$ cat src/rtl/pcs_rx_parser_if.sv
// Symbol-stream / GMII-receive bundle for the PCS receive parser.
// Parser side uses the slave modport; the symbol source uses master.
interface pcs_rx_parser_if;
    logic [7:0]  rx_byte;
    logic        rx_is_k;
    logic        rx_code_err;
    logic [7:0]  RXD;
    logic        RX_DV;
    logic        RX_ER;
    logic        sync_ok;
    logic [15:0] lacr_rx;
    logic        lacr_match;
    logic        rx_mode_c;
    logic        rx_idle;

    modport master (
        output rx_byte, rx_is_k, rx_code_err,
        input  RXD, RX_DV, RX_ER, sync_ok, lacr_rx, lacr_match, rx_mode_c, rx_idle
    );

    modport slave (
        input  rx_byte, rx_is_k, rx_code_err,
        output RXD, RX_DV, RX_ER, sync_ok, lacr_rx, lacr_match, rx_mode_c, rx_idle
    );
endinterface

$ cat src/rtl/pcs_rx_parser.sv
// 1000BASE-X PCS receive: comma sync FSM, /C/ and /I/ ordered-set decode, GMII frame recovery.
// Latency 2 clk from symbol to RXD/RX_DV/RX_ER; no backpressure, one symbol accepted every clk.
module pcs_rx_parser #(
    parameter int MATCH_COUNT = 3,
    parameter int ACQ_COUNT   = 3
) (
    input  logic           clk,
    input  logic           rst,
    pcs_rx_parser_if.slave bus
);
    localparam logic [7:0] K28_5    = 8'hBC;
    localparam logic [7:0] D21_5    = 8'hB5;
    localparam logic [7:0] D2_2     = 8'h42;
    localparam logic [7:0] D5_6     = 8'hC5;
    localparam logic [7:0] D16_2    = 8'h50;
    localparam logic [7:0] K_START  = 8'hFB;
    localparam logic [7:0] K_TERM   = 8'hFD;
    localparam logic [7:0] PREAMBLE = 8'h55;

    typedef enum logic [1:0] {SY_LOS, SY_ACQ, SY_SYNC} sync_st_t;
    typedef enum logic [1:0] {RS_IDLE, RS_CFG, RS_DATA, RS_ERR} rx_st_t;

    sync_st_t    r_sync_st, w_sync_nxt;
    rx_st_t      r_rx_st, w_rx_nxt;
    logic        r_phase_odd, r_prev_comma;
    logic [3:0]  r_acq_cnt, w_acq_nxt, r_err_cnt, w_err_nxt;
    logic [1:0]  r_good_cnt, w_good_nxt;
    logic        r_cfg_idx, w_cfg_idx_nxt;
    logic [7:0]  r_cfg_lo, w_cfg_lo_nxt;
    logic        w_cfg_done, w_idle_hit;
    logic [15:0] r_lacr, w_new_lacr;
    logic [2:0]  r_match_cnt;
    logic        r_mode_c, r_idle;
    logic [7:0]  w_s1_dat, r_s1_dat, r_rxd;
    logic        w_s1_dv, w_s1_er, r_s1_dv, r_s1_er, r_dv, r_er;
    logic        w_comma, w_sync_ok, w_dchar, w_cfg_code, w_idle_code, w_bad;

    assign w_comma     = bus.rx_is_k && (bus.rx_byte == K28_5);
    assign w_sync_ok   = (r_sync_st == SY_SYNC);
    assign w_dchar     = !bus.rx_is_k && !bus.rx_code_err;
    assign w_cfg_code  = r_prev_comma && w_dchar && (bus.rx_byte == D21_5 || bus.rx_byte == D2_2);
    assign w_idle_code = r_prev_comma && w_dchar && (bus.rx_byte == D5_6 || bus.rx_byte == D16_2);
    // r_phase_odd holds the phase this symbol would have without a comma forcing it even
    assign w_bad       = bus.rx_code_err || (w_comma && r_phase_odd);
    assign w_new_lacr  = {bus.rx_byte, r_cfg_lo};

    always_comb begin
        w_sync_nxt = r_sync_st;
        w_acq_nxt  = r_acq_cnt;
        w_err_nxt  = r_err_cnt;
        w_good_nxt = r_good_cnt;
        case (r_sync_st)
            SY_LOS: begin
                if (w_comma && !bus.rx_code_err) begin
                    w_sync_nxt = SY_ACQ;
                    w_acq_nxt  = 4'd1;
                end
            end
            SY_ACQ: begin
                if (bus.rx_code_err) begin
                    w_sync_nxt = SY_LOS;
                    w_acq_nxt  = 4'd0;
                end else if (w_comma && r_phase_odd) begin
                    w_acq_nxt = 4'd1;
                end else if (w_comma) begin
                    if (r_acq_cnt + 4'd1 == 4'(ACQ_COUNT)) begin
                        w_sync_nxt = SY_SYNC;
                        w_acq_nxt  = 4'd0;
                        w_err_nxt  = 4'd0;
                        w_good_nxt = 2'd0;
                    end else begin
                        w_acq_nxt = r_acq_cnt + 4'd1;
                    end
                end
            end
            SY_SYNC: begin
                if (w_bad) begin
                    w_good_nxt = 2'd0;
                    if (r_err_cnt + 4'd1 == 4'd4) begin
                        w_sync_nxt = SY_LOS;
                        w_err_nxt  = 4'd0;
                    end else begin
                        w_err_nxt = r_err_cnt + 4'd1;
                    end
                end else if (r_good_cnt == 2'd3) begin
                    w_good_nxt = 2'd0;
                    if (r_err_cnt != 4'd0) w_err_nxt = r_err_cnt - 4'd1;
                end else begin
                    w_good_nxt = r_good_cnt + 2'd1;
                end
            end
            default: w_sync_nxt = SY_LOS;
        endcase
    end

    always_comb begin
        w_rx_nxt      = r_rx_st;
        w_s1_dat      = 8'h00;
        w_s1_dv       = 1'b0;
        w_s1_er       = 1'b0;
        w_cfg_idx_nxt = 1'b0;
        w_cfg_lo_nxt  = r_cfg_lo;
        w_cfg_done    = 1'b0;
        w_idle_hit    = 1'b0;
        if (!w_sync_ok) begin
            w_rx_nxt = RS_IDLE;
            if (r_rx_st == RS_DATA || r_rx_st == RS_ERR) begin
                w_s1_dat = bus.rx_byte;
                w_s1_dv  = 1'b1;
                w_s1_er  = 1'b1;
            end
        end else begin
            case (r_rx_st)
                RS_IDLE: begin
                    if (w_cfg_code) begin
                        w_rx_nxt = RS_CFG;
                    end else if (w_idle_code) begin
                        w_idle_hit = 1'b1;
                    end else if (bus.rx_is_k && bus.rx_byte == K_START && !r_phase_odd) begin
                        w_rx_nxt = RS_DATA;
                        w_s1_dat = PREAMBLE;
                        w_s1_dv  = 1'b1;
                    end
                end
                RS_CFG: begin
                    if (bus.rx_is_k) begin
                        w_rx_nxt = RS_IDLE;
                    end else if (!r_cfg_idx) begin
                        w_cfg_lo_nxt  = bus.rx_byte;
                        w_cfg_idx_nxt = 1'b1;
                    end else begin
                        w_cfg_done = 1'b1;
                        w_rx_nxt   = RS_IDLE;
                    end
                end
                RS_DATA: begin
                    w_s1_dat = bus.rx_byte;
                    w_s1_dv  = 1'b1;
                    if (w_comma) begin
                        // truncated frame: flag it, then the comma starts a new ordered set
                        w_s1_er  = 1'b1;
                        w_rx_nxt = RS_IDLE;
                    end else if (bus.rx_code_err || (bus.rx_is_k && bus.rx_byte != K_TERM)) begin
                        w_s1_er = 1'b1;
                    end else if (bus.rx_is_k) begin
                        w_s1_dat = 8'h00;
                        w_s1_dv  = 1'b0;
                        w_rx_nxt = RS_IDLE;
                    end
                end
                default: w_rx_nxt = RS_IDLE;
            endcase
            if (w_sync_nxt != SY_SYNC && w_rx_nxt == RS_DATA) w_rx_nxt = RS_ERR;
        end
    end

    always_ff @(posedge clk) begin
        if (rst) begin
            r_sync_st <= SY_LOS;
            r_rx_st   <= RS_IDLE;
        end else begin
            r_sync_st <= w_sync_nxt;
            r_rx_st   <= w_rx_nxt;
        end
    end

    always_ff @(posedge clk) begin
        if (rst) begin
            r_phase_odd  <= 1'b0;
            r_prev_comma <= 1'b0;
            r_acq_cnt    <= 4'd0;
            r_err_cnt    <= 4'd0;
            r_good_cnt   <= 2'd0;
            r_cfg_idx    <= 1'b0;
            r_cfg_lo     <= 8'h00;
            r_lacr       <= 16'h0000;
            r_match_cnt  <= 3'd0;
            r_mode_c     <= 1'b0;
            r_idle       <= 1'b0;
            r_s1_dat     <= 8'h00;
            r_s1_dv      <= 1'b0;
            r_s1_er      <= 1'b0;
            r_rxd        <= 8'h00;
            r_dv         <= 1'b0;
            r_er         <= 1'b0;
        end else begin
            r_phase_odd  <= w_comma ? 1'b1 : !r_phase_odd;
            r_prev_comma <= w_comma;
            r_acq_cnt    <= w_acq_nxt;
            r_err_cnt    <= w_err_nxt;
            r_good_cnt   <= w_good_nxt;
            r_cfg_idx    <= w_cfg_idx_nxt;
            r_cfg_lo     <= w_cfg_lo_nxt;
            r_idle       <= w_idle_hit;
            if (w_cfg_done) begin
                r_lacr   <= w_new_lacr;
                r_mode_c <= 1'b1;
                if (w_new_lacr != r_lacr) begin
                    r_match_cnt <= 3'd1;
                end else if (r_match_cnt != 3'(MATCH_COUNT)) begin
                    r_match_cnt <= r_match_cnt + 3'd1;
                end
            end else if (w_idle_hit) begin
                r_mode_c    <= 1'b0;
                r_match_cnt <= 3'd0;
            end
            r_s1_dat <= w_s1_dat;
            r_s1_dv  <= w_s1_dv;
            r_s1_er  <= w_s1_er;
            r_rxd    <= r_s1_dat;
            r_dv     <= r_s1_dv;
            r_er     <= r_s1_er;
        end
    end

    assign bus.RXD        = r_rxd;
    assign bus.RX_DV      = r_dv;
    assign bus.RX_ER      = r_er;
    assign bus.sync_ok    = w_sync_ok;
    assign bus.lacr_rx    = r_lacr;
    assign bus.lacr_match = (r_match_cnt == 3'(MATCH_COUNT));
    assign bus.rx_mode_c  = r_mode_c;
    assign bus.rx_idle    = r_idle;
endmodule

$ cat src/flat_wrapper.sv
// flat-port wrapper written by rule: the top's interface ports become plain ports
module pcs_rx_parser_flat 
#(
    parameter int MATCH_COUNT = 3,
    parameter int ACQ_COUNT   = 3
)
  (clk, rst, bus_rx_byte, bus_rx_is_k, bus_rx_code_err, bus_RXD, bus_RX_DV, bus_RX_ER, bus_sync_ok, bus_lacr_rx, bus_lacr_match, bus_rx_mode_c, bus_rx_idle);
  pcs_rx_parser_if bus_i ();
  input  logic clk;
  input  logic rst;
  input wire logic [$bits(bus_i.rx_byte)-1:0] bus_rx_byte;
  input wire logic [$bits(bus_i.rx_is_k)-1:0] bus_rx_is_k;
  input wire logic [$bits(bus_i.rx_code_err)-1:0] bus_rx_code_err;
  output wire logic [$bits(bus_i.RXD)-1:0] bus_RXD;
  output wire logic [$bits(bus_i.RX_DV)-1:0] bus_RX_DV;
  output wire logic [$bits(bus_i.RX_ER)-1:0] bus_RX_ER;
  output wire logic [$bits(bus_i.sync_ok)-1:0] bus_sync_ok;
  output wire logic [$bits(bus_i.lacr_rx)-1:0] bus_lacr_rx;
  output wire logic [$bits(bus_i.lacr_match)-1:0] bus_lacr_match;
  output wire logic [$bits(bus_i.rx_mode_c)-1:0] bus_rx_mode_c;
  output wire logic [$bits(bus_i.rx_idle)-1:0] bus_rx_idle;
  assign bus_i.rx_byte = bus_rx_byte;
  assign bus_i.rx_is_k = bus_rx_is_k;
  assign bus_i.rx_code_err = bus_rx_code_err;
  assign bus_RXD = bus_i.RXD;
  assign bus_RX_DV = bus_i.RX_DV;
  assign bus_RX_ER = bus_i.RX_ER;
  assign bus_sync_ok = bus_i.sync_ok;
  assign bus_lacr_rx = bus_i.lacr_rx;
  assign bus_lacr_match = bus_i.lacr_match;
  assign bus_rx_mode_c = bus_i.rx_mode_c;
  assign bus_rx_idle = bus_i.rx_idle;
  pcs_rx_parser #(.MATCH_COUNT(MATCH_COUNT), .ACQ_COUNT(ACQ_COUNT)) u_core (.clk(clk), .rst(rst), .bus(bus_i));
endmodule
$ cat config.mk
export PLATFORM = sky130hd
export DESIGN_NAME = pcs_rx_parser_flat
export DESIGN_NICKNAME = d
export VERILOG_FILES = /design/src/rtl/pcs_rx_parser_if.sv /design/src/rtl/pcs_rx_parser.sv /design/src/flat_wrapper.sv
export SDC_FILE = /design/constraint.sdc
export NUM_CORES = 1
export LEC_CHECK = 0
export ABC_AREA = 1
export BUFFER_PORTS_ARGS = -buffer_cell sky130_fd_sc_hd__buf_4
export CAP_MARGIN = 40
export CORE_MARGIN = 4
export CORE_UTILIZATION = 57
export DETAILED_ROUTE_END_ITERATION = 6
export MAX_ROUTING_LAYER = met4
export PLACE_DENSITY = 0.79
export SLEW_MARGIN = 20
export SYNTH_ARGS = -nofsm -noshare
export SYNTH_HDL_FRONTEND = slang
export SYNTH_SLANG_ARGS = --single-unit
$ cat constraint.sdc
create_clock -name clk -period 1.9 [get_ports clk]
set_clock_uncertainty 0.1 [all_clocks]
set_input_delay 0.38 -clock clk [delete_from_list [all_inputs] [get_ports clk]]
set_output_delay 0.38 -clock clk [all_outputs]
set_load 0.01 [all_outputs]
* Word-level counts from Yosys, hierarchy flattened
Index checks and enable logic that the tools add are counted.
** Word-level totals
- Flip-flop bits (word level) :: 66
- Latch bits :: 0
- Memory bits (writable) :: 0
- Bits in read-only memories :: 0
- Output and inout bits :: 30
- Memories :: 0
** Operators by class
- Add/subtract/negate cells :: 5
- $mul :: 0
- Divide/modulo/power cells :: 0
- Order comparisons :: 0
- Equal/unequal tests :: 29
- Shifts and indexed selects :: 0
- Mux-type cells :: 79
- Bitwise operators :: 4
- Reductions and logical operators :: 32
** Operators with widths (count)
- 8-bit 2-to-1 mux :: 7
- 4-bit 2-to-1 mux :: 13
- 2-bit 2-to-1 mux :: 23
- 8-bit == test, second input constant :: 4
- 1-bit 2-to-1 mux :: 24
- 8-bit by 7-bit == test with 1-bit output, second input constant :: 2
- 16-bit != test :: 1
- 4-bit one-hot mux with 2 select lines :: 2
- 8-bit one-hot mux with 2 select lines :: 1
- 3-bit 2-to-1 mux :: 4
- 2-bit one-hot mux with 3 select lines :: 2
- 1-bit logical AND :: 11
- 2-bit == test, second input constant :: 5
- 4-bit by 1-bit adder with 4-bit output, second input constant :: 2
- 8-bit != test, second input constant :: 1
- 7-bit 2-to-1 mux :: 1
- 7-bit AND reduction :: 1
- 2-bit by 1-bit != test with 1-bit output, second input constant :: 3
- 2-bit != test, second input constant :: 3
- 3-bit by 1-bit != test with 1-bit output, second input constant :: 2
- 2-bit nonzero test :: 3
- 1-bit logical OR :: 5
- 5-bit AND reduction :: 1
- 2-bit by 1-bit == test with 1-bit output, second input constant :: 2
- 20 further kinds :: 26

* Logic depth before layout (Yosys ltp)
Gate-level depths: netlist of the first run.
- Depth in word-level cells :: 11
- Depth in mapped cells :: 12

* Worst setup path after synthesis of the first run
OpenSTA, ideal clock, no wires.
- Path kind :: input to register
- Start :: input bus_rx_byte[1]
- End :: register u_core.r_err_cnt[0]
- Setup time :: 128 ps
- Arrival time :: 1330 ps
- Setup slack :: 342 ps
- Stages :: 10
- Path buffers :: 0
- Cell sequence :: inv_1 -> nand2_1 -> nor2_1 -> nand3_2 -> o21ai_2 -> nand2_2 -> nor2_4 -> nand2_1 -> nand2_1 -> nor2_1
** On the way
- Word-level cells in the longest chain between the ends :: 6
** RTL lines
- start, declared :: RTL line flat_wrapper.sv:11 : input wire logic [$bits(bus_i.rx_byte)-1:0] bus_rx_byte;
- 8-bit == test * :: RTL line pcs_rx_parser.sv:38 : assign w_comma = bus.rx_is_k && (bus.rx_byte == K28_5);
- 1-bit logical AND * :: RTL line pcs_rx_parser.sv:38
- 1-bit logical AND :: RTL line pcs_rx_parser.sv:44, pcs_rx_parser.sv:63
- 1-bit logical OR :: RTL line pcs_rx_parser.sv:44 : assign w_bad = bus.rx_code_err || (w_comma && r_phase_odd);
- 3-bit by 1-bit != test with 1-bit output (no source line) or 4-bit 2-to-1 mux (tied branches)
- 7-bit AND reduction (no source line) or 4-bit one-hot mux with 2 select lines (tied branches)
- end signal, assigned :: RTL line pcs_rx_parser.sv:190 : r_err_cnt <= w_err_nxt;
- end, declared :: RTL line pcs_rx_parser.sv:26 : logic [3:0] r_acq_cnt, w_acq_nxt, r_err_cnt, w_err_nxt;
Mark *: on every way between the ends. The rest lies on a longest branch, timed or not.
A chain may end at the register's enable or synchronous reset.

* Final worst setup path of the first run
- Start :: register u_core.r_rx_st[0]
- End :: register u_core.r_s1_dat[6]
** On the way
- Word-level cells in the longest chain between the ends :: 4
** RTL lines
- start, declared :: RTL line pcs_rx_parser.sv:24 : rx_st_t r_rx_st, w_rx_nxt;
- start signal, assigned :: RTL line pcs_rx_parser.sv:163 : r_rx_st <= w_rx_nxt;
- 2-bit == test, on equally long branches :: RTL line pcs_rx_parser.sv:107, pcs_rx_parser.sv:113
- 1-bit logical OR :: RTL line pcs_rx_parser.sv:107 : if (r_rx_st == RS_DATA || r_rx_st == RS_ERR) begin
- 8-bit 2-to-1 mux :: RTL line pcs_rx_parser.sv:107
- 8-bit 2-to-1 mux * :: RTL line pcs_rx_parser.sv:105 : if (!w_sync_ok) begin
- end signal, assigned :: RTL line pcs_rx_parser.sv:207 : r_s1_dat <= w_s1_dat;
- end, declared :: RTL line pcs_rx_parser.sv:34 : logic [7:0] w_s1_dat, r_s1_dat, r_rxd;
Marks and branches as above.

==> results of run 1 <==
## flip-flops by register name, summed over array words and instances, names as in the netlist, 2 cells and up
register            count
u_core.r_rx_st          2
u_core.r_acq_cnt        4
u_core.r_err_cnt        4
u_core.r_sync_st        2
u_core.bus.RXD          8
u_core.r_cfg_lo         8
u_core.r_good_cnt       2
u_core.r_match_cnt      3
u_core.bus.lacr_rx     16
u_core.r_s1_dat         8
## how the worst min path moves through the flow
| stage | slack [ns] | cells after the start | to | start |
|---|---|---|---|---|
| final | 0.14 | 2 | u_core.r_good_cnt[0] | rst |
| after global routing | 0.15 | 2 | u_core.r_good_cnt[1] | rst |
| after CTS | 0.14 | 2 | u_core.r_good_cnt[0] | rst |
| after detailed placement | 0.30 | 2 | u_core.bus.RXD[5] | u_core.r_s1_dat[5] |
| after global placement | 0.30 | 2 | u_core.bus.RX_ER | u_core.r_s1_er |
| after floorplan | 0.29 | 2 | u_core.bus.RXD[0] | u_core.r_s1_dat[0] |
## layout make-up
type	instances	area (µm²)	area share
clock buffers	14	163	0.0430
clock inverters	2	35.0	0.00925
inverters	73	275	0.0727
multi-input cells	307	1520	0.402
flip-flops and latches	66	1320	0.349
well taps	70	87.6	0.0231
repair buffers	51	383	0.101
## metal layers
layer	routed length (µm)	part of all wire
met2	3670	0.50
met4	121	0.017
met3	350	0.048
met1	3160	0.43
met5	0	0
## cells in the final DEF (no fill, tap or decap), types with 2 or more instances in the layout
cell type	synthesis	final
o21ai_0	35	35
a21oi_1	31	31
dfxtp_1	66	66
clkbuf_1	6	3
ha_1	8	8
inv_1	68	68
clkbuf_8	0	11
o21ai_2	2	2
nand3_2	4	4
nor2_4	2	2
nor3_1	15	15
nand4_1	8	8
nand2_1	93	93
nand3_1	20	20
nor2_1	63	63
xor2_1	5	5
xnor2_1	2	2
buf_4	0	51
nand2_2	3	3
clkinv_2	1	2
inv_2	4	4
o211ai_1	2	2
nor2_2	2	2
o21ai_1	2	2
or2_2	3	3
## kinds of logic (layout without fill, tap and decap cells)
family / after synthesis / count (layout) / share of synthesized area
buffers and inverters: 83 / 140 / 0.100
and+or+nand+nor: 217 / 217 / 0.305
DFF: 66 / 66 / 0.418
AOI/OAI and AO/OA: 75 / 75 / 0.125
adders and majority gates: 8 / 8 / 0.0317
xor gates and xnor gates: 7 / 7 / 0.0194
## worst register-to-register path, cell delays in order, from the launching register on
cell,delay (ns)
dfxtp_1,0.35
nor2_1,0.22
nand3_1,0.12
nor3_1,0.23
nand4_1,0.18
or2_2,0.35
o21ai_0,0.10
## report_power, final
group          switching (mW)  leakage (nW)  internal (mW)
clock                   0.497         0.101          0.678
sequential            0.00271         0.532           1.38
combinational          0.0794          1.12         0.0411
==> summary.md, run 1 <==
| Metric | Value |
|---|---|
| Pwr dens | `709 nW/µm²` |
| Final hold slack | `0.142 ns` |
| Number of synthesized register bits | `66` |
| Core ar. | `5240 µm²` |
| Critical path origin | `u_core.r_rx_st[0]` |
| Most Used Layer, Global Route | `met2` |
| Yosys top cell by area | `dfxtp_1` |
| Via count | `2999` |
| Global-route track usage on met1 | `0.275` |
| EDFF count, synth | `0` |
| DRC viols | `0` |
| Leak | `1.75 nW` |
| Grt ovf | `0` |
| Cell with the most instances after synthesis | `nand2_1` |
| Filler cells | `436` |
| Reg-to-reg endpoint | `u_core.r_s1_dat[6]` |
| Critical Path RT | `2.06 ns` |
| Aggregate routed wire length | `7300 µm` |
| Status | `finished clean` |
| Relative slew slack | `0.780` |
| CP delay by family, top | `simple AND/OR/NAND/NOR gates` |
| PnR worst setup slack | `0.154 ns` |
| Worst Reg-to-Reg Cells | `6` |
| Final min period | `1.75 ns` |
| Setup crit end | `u_core.r_s1_dat[6]` |
| Post-placement cell count | `567` |
| DR pass1 iterations | `4` |
| Via/cell ratio | `5.14` |
| N_diodes | `0` |
| Number of hold buffers added after cts | `0` |
| Num CTS Buffers | `9` |
| Cell Area, Placed | `3590 µm²` |
| RSZ-0062 raised after global routing | `false` |
| Worst Hold Class | `in -> reg` |
| Synth cell count leaders | `nand2_1 (93), inv_1 (68), dfxtp_1 (66)` |
| Initial drt markers | `168` |
| Max Freq | `573 MHz` |
| Layout Utilization | `0.723` |
| Post CTS Setup Buffer Count | `0` |
| IO buf count | `41` |
| Post-Route Setup TNS | `0 ns` |
| Post-CTS sizing | `0` |
| Wire per inst | `12.5 µm` |
| Ys async rst share | `0` |
| Cell area after layout | `3790 µm²` |
| WP depth | `6` |
| Crit end category | `register` |
| Row count | `26` |
| Root cell of the clock tree | `clkbuf_8` |
| H-tree levels | `3` |
| Clock Sinks | `66` |
| RD Place Congestion | `0.931` |
| Crit Path Class | `reg -> reg` |
| Total Power | `2.68 mW` |
| First-pass GRT wire length | `12300 µm` |
| TritonCTS clock tree | `done` |
| Worst Path Buf+Inv | `0` |
| Die Area | `6800 µm²` |
| Syn_area_per_cell | `6.93 µm²` |
| Max stage delay cell, worst path | `dfxtp_1` |
| Mapped cell area | `3160 µm²` |
| VDD IR max | `0.661 mV` |
| Die Span Y | `82.5 µm` |
| I/O pins | `42` |
| Largest net degree at the start of global routing | `36` |
| Maximum Capacitance Violations | `0` |
| Share of layout cells above drive strength 1 | `0.172` |
| CP Launch Type | `register` |
| Clock transition at path regs | `0.07 ns` |
| Cells along the critical path | `nor2_1, nand3_1, nor3_1, nand4_1, or2_2, o21ai_0` |
| Post-DP HPWL | `5360 µm` |
| Largest cells by area after synthesis | `dfxtp_1 (42%), nand2_1 (11%), inv_1 (8.1%)` |
| Syn. warnings | `0` |
| Met2 Track Usage GR | `0.419` |
| Worst-Margin Slew | `0.330 ns` |
| Nets | `528` |
| Seq/Total Area, Yosys | `0.418` |
| WP data arrival | `1.90 ns` |
| Initial core utilization | `0.603` |
| Final setup fails | `0` |
| Distinct cell type count after synthesis | `32` |
| Met3 Track Usage GR | `0.0597` |
| Syn Nets | `476` |
| Slew Viols, Final | `0` |
| Area grow syn2layout | `19.8%` |
| Top cell type's share of synthesized area | `0.418` |
| Vias in the first global route | `2899` |
| Synthesized instance count | `456` |
| Crit-path max cell delay | `0.35 ns` |
| Die width | `82.5 µm` |
| GRT Resource Usage Total | `0.244` |
| Fin. Hold Viols | `0` |
| Crit-path max FO | `5` |
| ANT nets after route | `0` |
| Worst-case clock buffer depth | `2` |
| Main synth FF type | `dfxtp_1` |
| R2r setup slk | `0.15 ns` |
| Worst slack at placement | `0.102 ns` |
| Tcrit/Tclk final | `0.919` |
| Post-route insts no fill | `583` |
| Reg2reg start | `u_core.r_rx_st[0]` |
| Antenna violations before repair | `0` |
| Worst-skew pair later-pin latency | `0.34 ns` |
Note: power is estimated with default switching activity, not from simulation.
==> inputs of run 2 (changes only) <==
--- a/config.mk
+++ b/config.mk
@@ -9,10 +9,9 @@
 export BUFFER_PORTS_ARGS = -buffer_cell sky130_fd_sc_hd__buf_4
 export CAP_MARGIN = 40
 export CORE_MARGIN = 4
-export CORE_UTILIZATION = 57
+export CORE_UTILIZATION = 45
 export DETAILED_ROUTE_END_ITERATION = 6
 export MAX_ROUTING_LAYER = met4
-export PLACE_DENSITY = 0.79
 export SLEW_MARGIN = 20
 export SYNTH_ARGS = -nofsm -noshare
 export SYNTH_HDL_FRONTEND = slang
==> summary.md, run 2 (same netlist as run 1, synthesis figures left out) <==
| Metric | Value |
|---|---|
| Clock Sinks | `66` |
| Worst Reg-to-Reg Cells | `10` |
| ANT nets after route | `0` |
| Share of layout cells above drive strength 1 | `0.177` |
| Final min period | `1.74 ns` |
| RSZ-0062 raised after global routing | `false` |
| Register Area | `1320 µm²` |
| Row count | `30` |
| WP depth | `3` |
| Commonest non-fill, non-tap cell in the layout | `nand2_1` |
| Via/cell ratio | `4.85` |
| Fin. Hold Viols | `0` |
| Reg-to-reg endpoint | `u_core.r_err_cnt[2]` |
| CP delay by family, top | `adder cells` |
| DR pass1 iterations | `4` |
| Crit-path max FO | `4` |
| RD Place Congestion | `0.928` |
| Maximum Capacitance Violations | `0` |
| Wire per inst | `12.4 µm` |
| Critical Path RT | `1.42 ns` |
| Status | `finished clean` |
| Critical path origin | `u_core.r_match_cnt[0]` |
| Cells along the critical path | `ha_1, ha_1, buf_4` |
| Multi-input gate area | `1520 µm²` |
| Cell Area, Placed | `3630 µm²` |
| First-pass GRT wire length | `12800 µm` |
| Nets | `528` |
| Cell area after layout | `3840 µm²` |
| Sw power | `0.641 mW` |
| Root cell of the clock tree | `clkbuf_8` |
| Clock transition at path regs | `0.07 ns` |
| Leak | `1.75 nW` |
| Sw Ratio | `0.237` |
| Post-DP HPWL | `5720 µm` |
| Sequential share of power | `0.512` |
| Relative slew slack | `0.782` |
| Tcrit/Tclk final | `0.918` |
| Initial drt markers | `104` |
| Setup crit end | `bus_lacr_match` |
| Area grow syn2layout | `21.5%` |
| Most frequent cells in the layout | `nand2_1 (93), inv_1 (68), dfxtp_1 (66)` |
| IO buf count | `41` |
| Max stage delay cell, worst path | `dfxtp_1` |
| Power share of the clock group | `0.442` |
| Max Freq | `573 MHz` |
| Post-Route Setup TNS | `0 ns` |
| Filler cells | `687` |
| TritonCTS clock tree | `done` |
| Core ar. | `6790 µm²` |
| Die Span Y | `91.8 µm` |
| CP Launch Type | `register` |
| Worst-Margin Slew | `0.326 ns` |
| I/O pins | `42` |
| Crit Path Class | `reg -> out` |
| VDD IR max | `0.510 mV` |
| Reg2reg start | `u_core.r_acq_cnt[0]` |
| Final setup fails | `0` |
| Pwr dens | `706 nW/µm²` |
| Vias in the first global route | `2784` |
| WP data arrival | `1.26 ns` |
| Initial core utilization | `0.465` |
| Post CTS Setup Buffer Count | `0` |
| Grt ovf | `0` |
| Worst-case clock buffer depth | `2` |
| Worst Path Buf+Inv | `1` |
| R2r setup slk | `0.21 ns` |
| Slew Viols, Final | `0` |
| Worst Hold Class | `in -> reg` |
| Die width | `91.8 µm` |
| Internal power | `2.07 mW` |
| Number of hold buffers added after cts | `0` |
| GRT Resource Usage Total | `0.195` |
| CP most frequent cell | `ha_1` |
| Aggregate routed wire length | `7560 µm` |
| Crit end category | `output pin` |
| Comb power frac | `0.046` |
| N_diodes | `0` |
| Antenna violations before repair | `0` |
| Via count | `2953` |
| Num CTS Buffers | `9` |
| Max reg flops | `16` |
| H-tree levels | `3` |
| Largest net degree at the start of global routing | `29` |
| Die Area | `8430 µm²` |
| Worst-skew pair later-pin latency | `0.34 ns` |
| Crit-path max cell delay | `0.34 ns` |
| DRC viols | `0` |
| Post-CTS sizing | `0` |
==> run 2: changes by cell type in the layout (fill, tap and decap cells not counted), sizes merged <==
cell      before  now
clkinv         2    3
clkbuf        14   10
clkinvlp       0    3
==> run 2: final cells by class <==
type                    count  area share
clock buffers              10      0.0359
clock inverters             6      0.0173
inverters                  73      0.0717
multi-input cells         307       0.396
flip-flops and latches     66       0.344
well taps                  96      0.0313
repair buffers             51       0.103
==> run 2: power by group through the flow <==
stage / Combinational, mW / Clock, mW / Sequential, mW
final: 0.125 / 1.20 / 1.39
after global placement: 0.125 / 0 / 1.42
after detailed placement: 0.125 / 0 / 1.42
after global routing: 0.138 / 1.30 / 1.39
after floorplan: 0.0611 / 0 / 1.42
after CTS: 0.126 / 1.23 / 1.39
==> run 2: how the worst min path moves through the flow <==
stage                            start               endpoint  depth (start not counted)
floorplan           u_core.r_s1_dat[0]      u_core.bus.RXD[0]                          2
global placement        u_core.r_s1_er       u_core.bus.RX_ER                          2
detailed placement  u_core.r_s1_dat[4]      u_core.bus.RXD[4]                          2
CTS                                rst  u_core.r_match_cnt[0]                          2
global route                       rst   u_core.bus.rx_mode_c                          2
finish                             rst  u_core.r_match_cnt[0]                          2
==> run 2: through the flow <==
stage / setup WS [ns] / utilization / power, mW / cells / hold WS [ns]
after global routing: 0.0464 / 0.565 / 2.83 / 609 / 0.206
after global placement: 0.0744 / 0.535 / 1.54 / 593 / 0.298
final: 0.156 / 0.565 / 2.71 / 609 / 0.206
after CTS: 0.130 / 0.565 / 2.75 / 609 / 0.185
after floorplan: 0.342 / - / 1.48 / 456 / 0.288
after detailed placement: 0.0571 / 0.535 / 1.54 / 593 / 0.293
==> run 2: layer usage <==
| metal | share of wire | vias up | GRT usage |
|---|---|---|---|
| li1 | - | 1549 | - |
| met5 | 0 | - | - |
| met3 | 0.030 | 10 | 0.0500 |
| met4 | 0.019 | 0 | 0.0718 |
| met1 | 0.45 | 1349 | 0.224 |
| met2 | 0.50 | 45 | 0.329 |
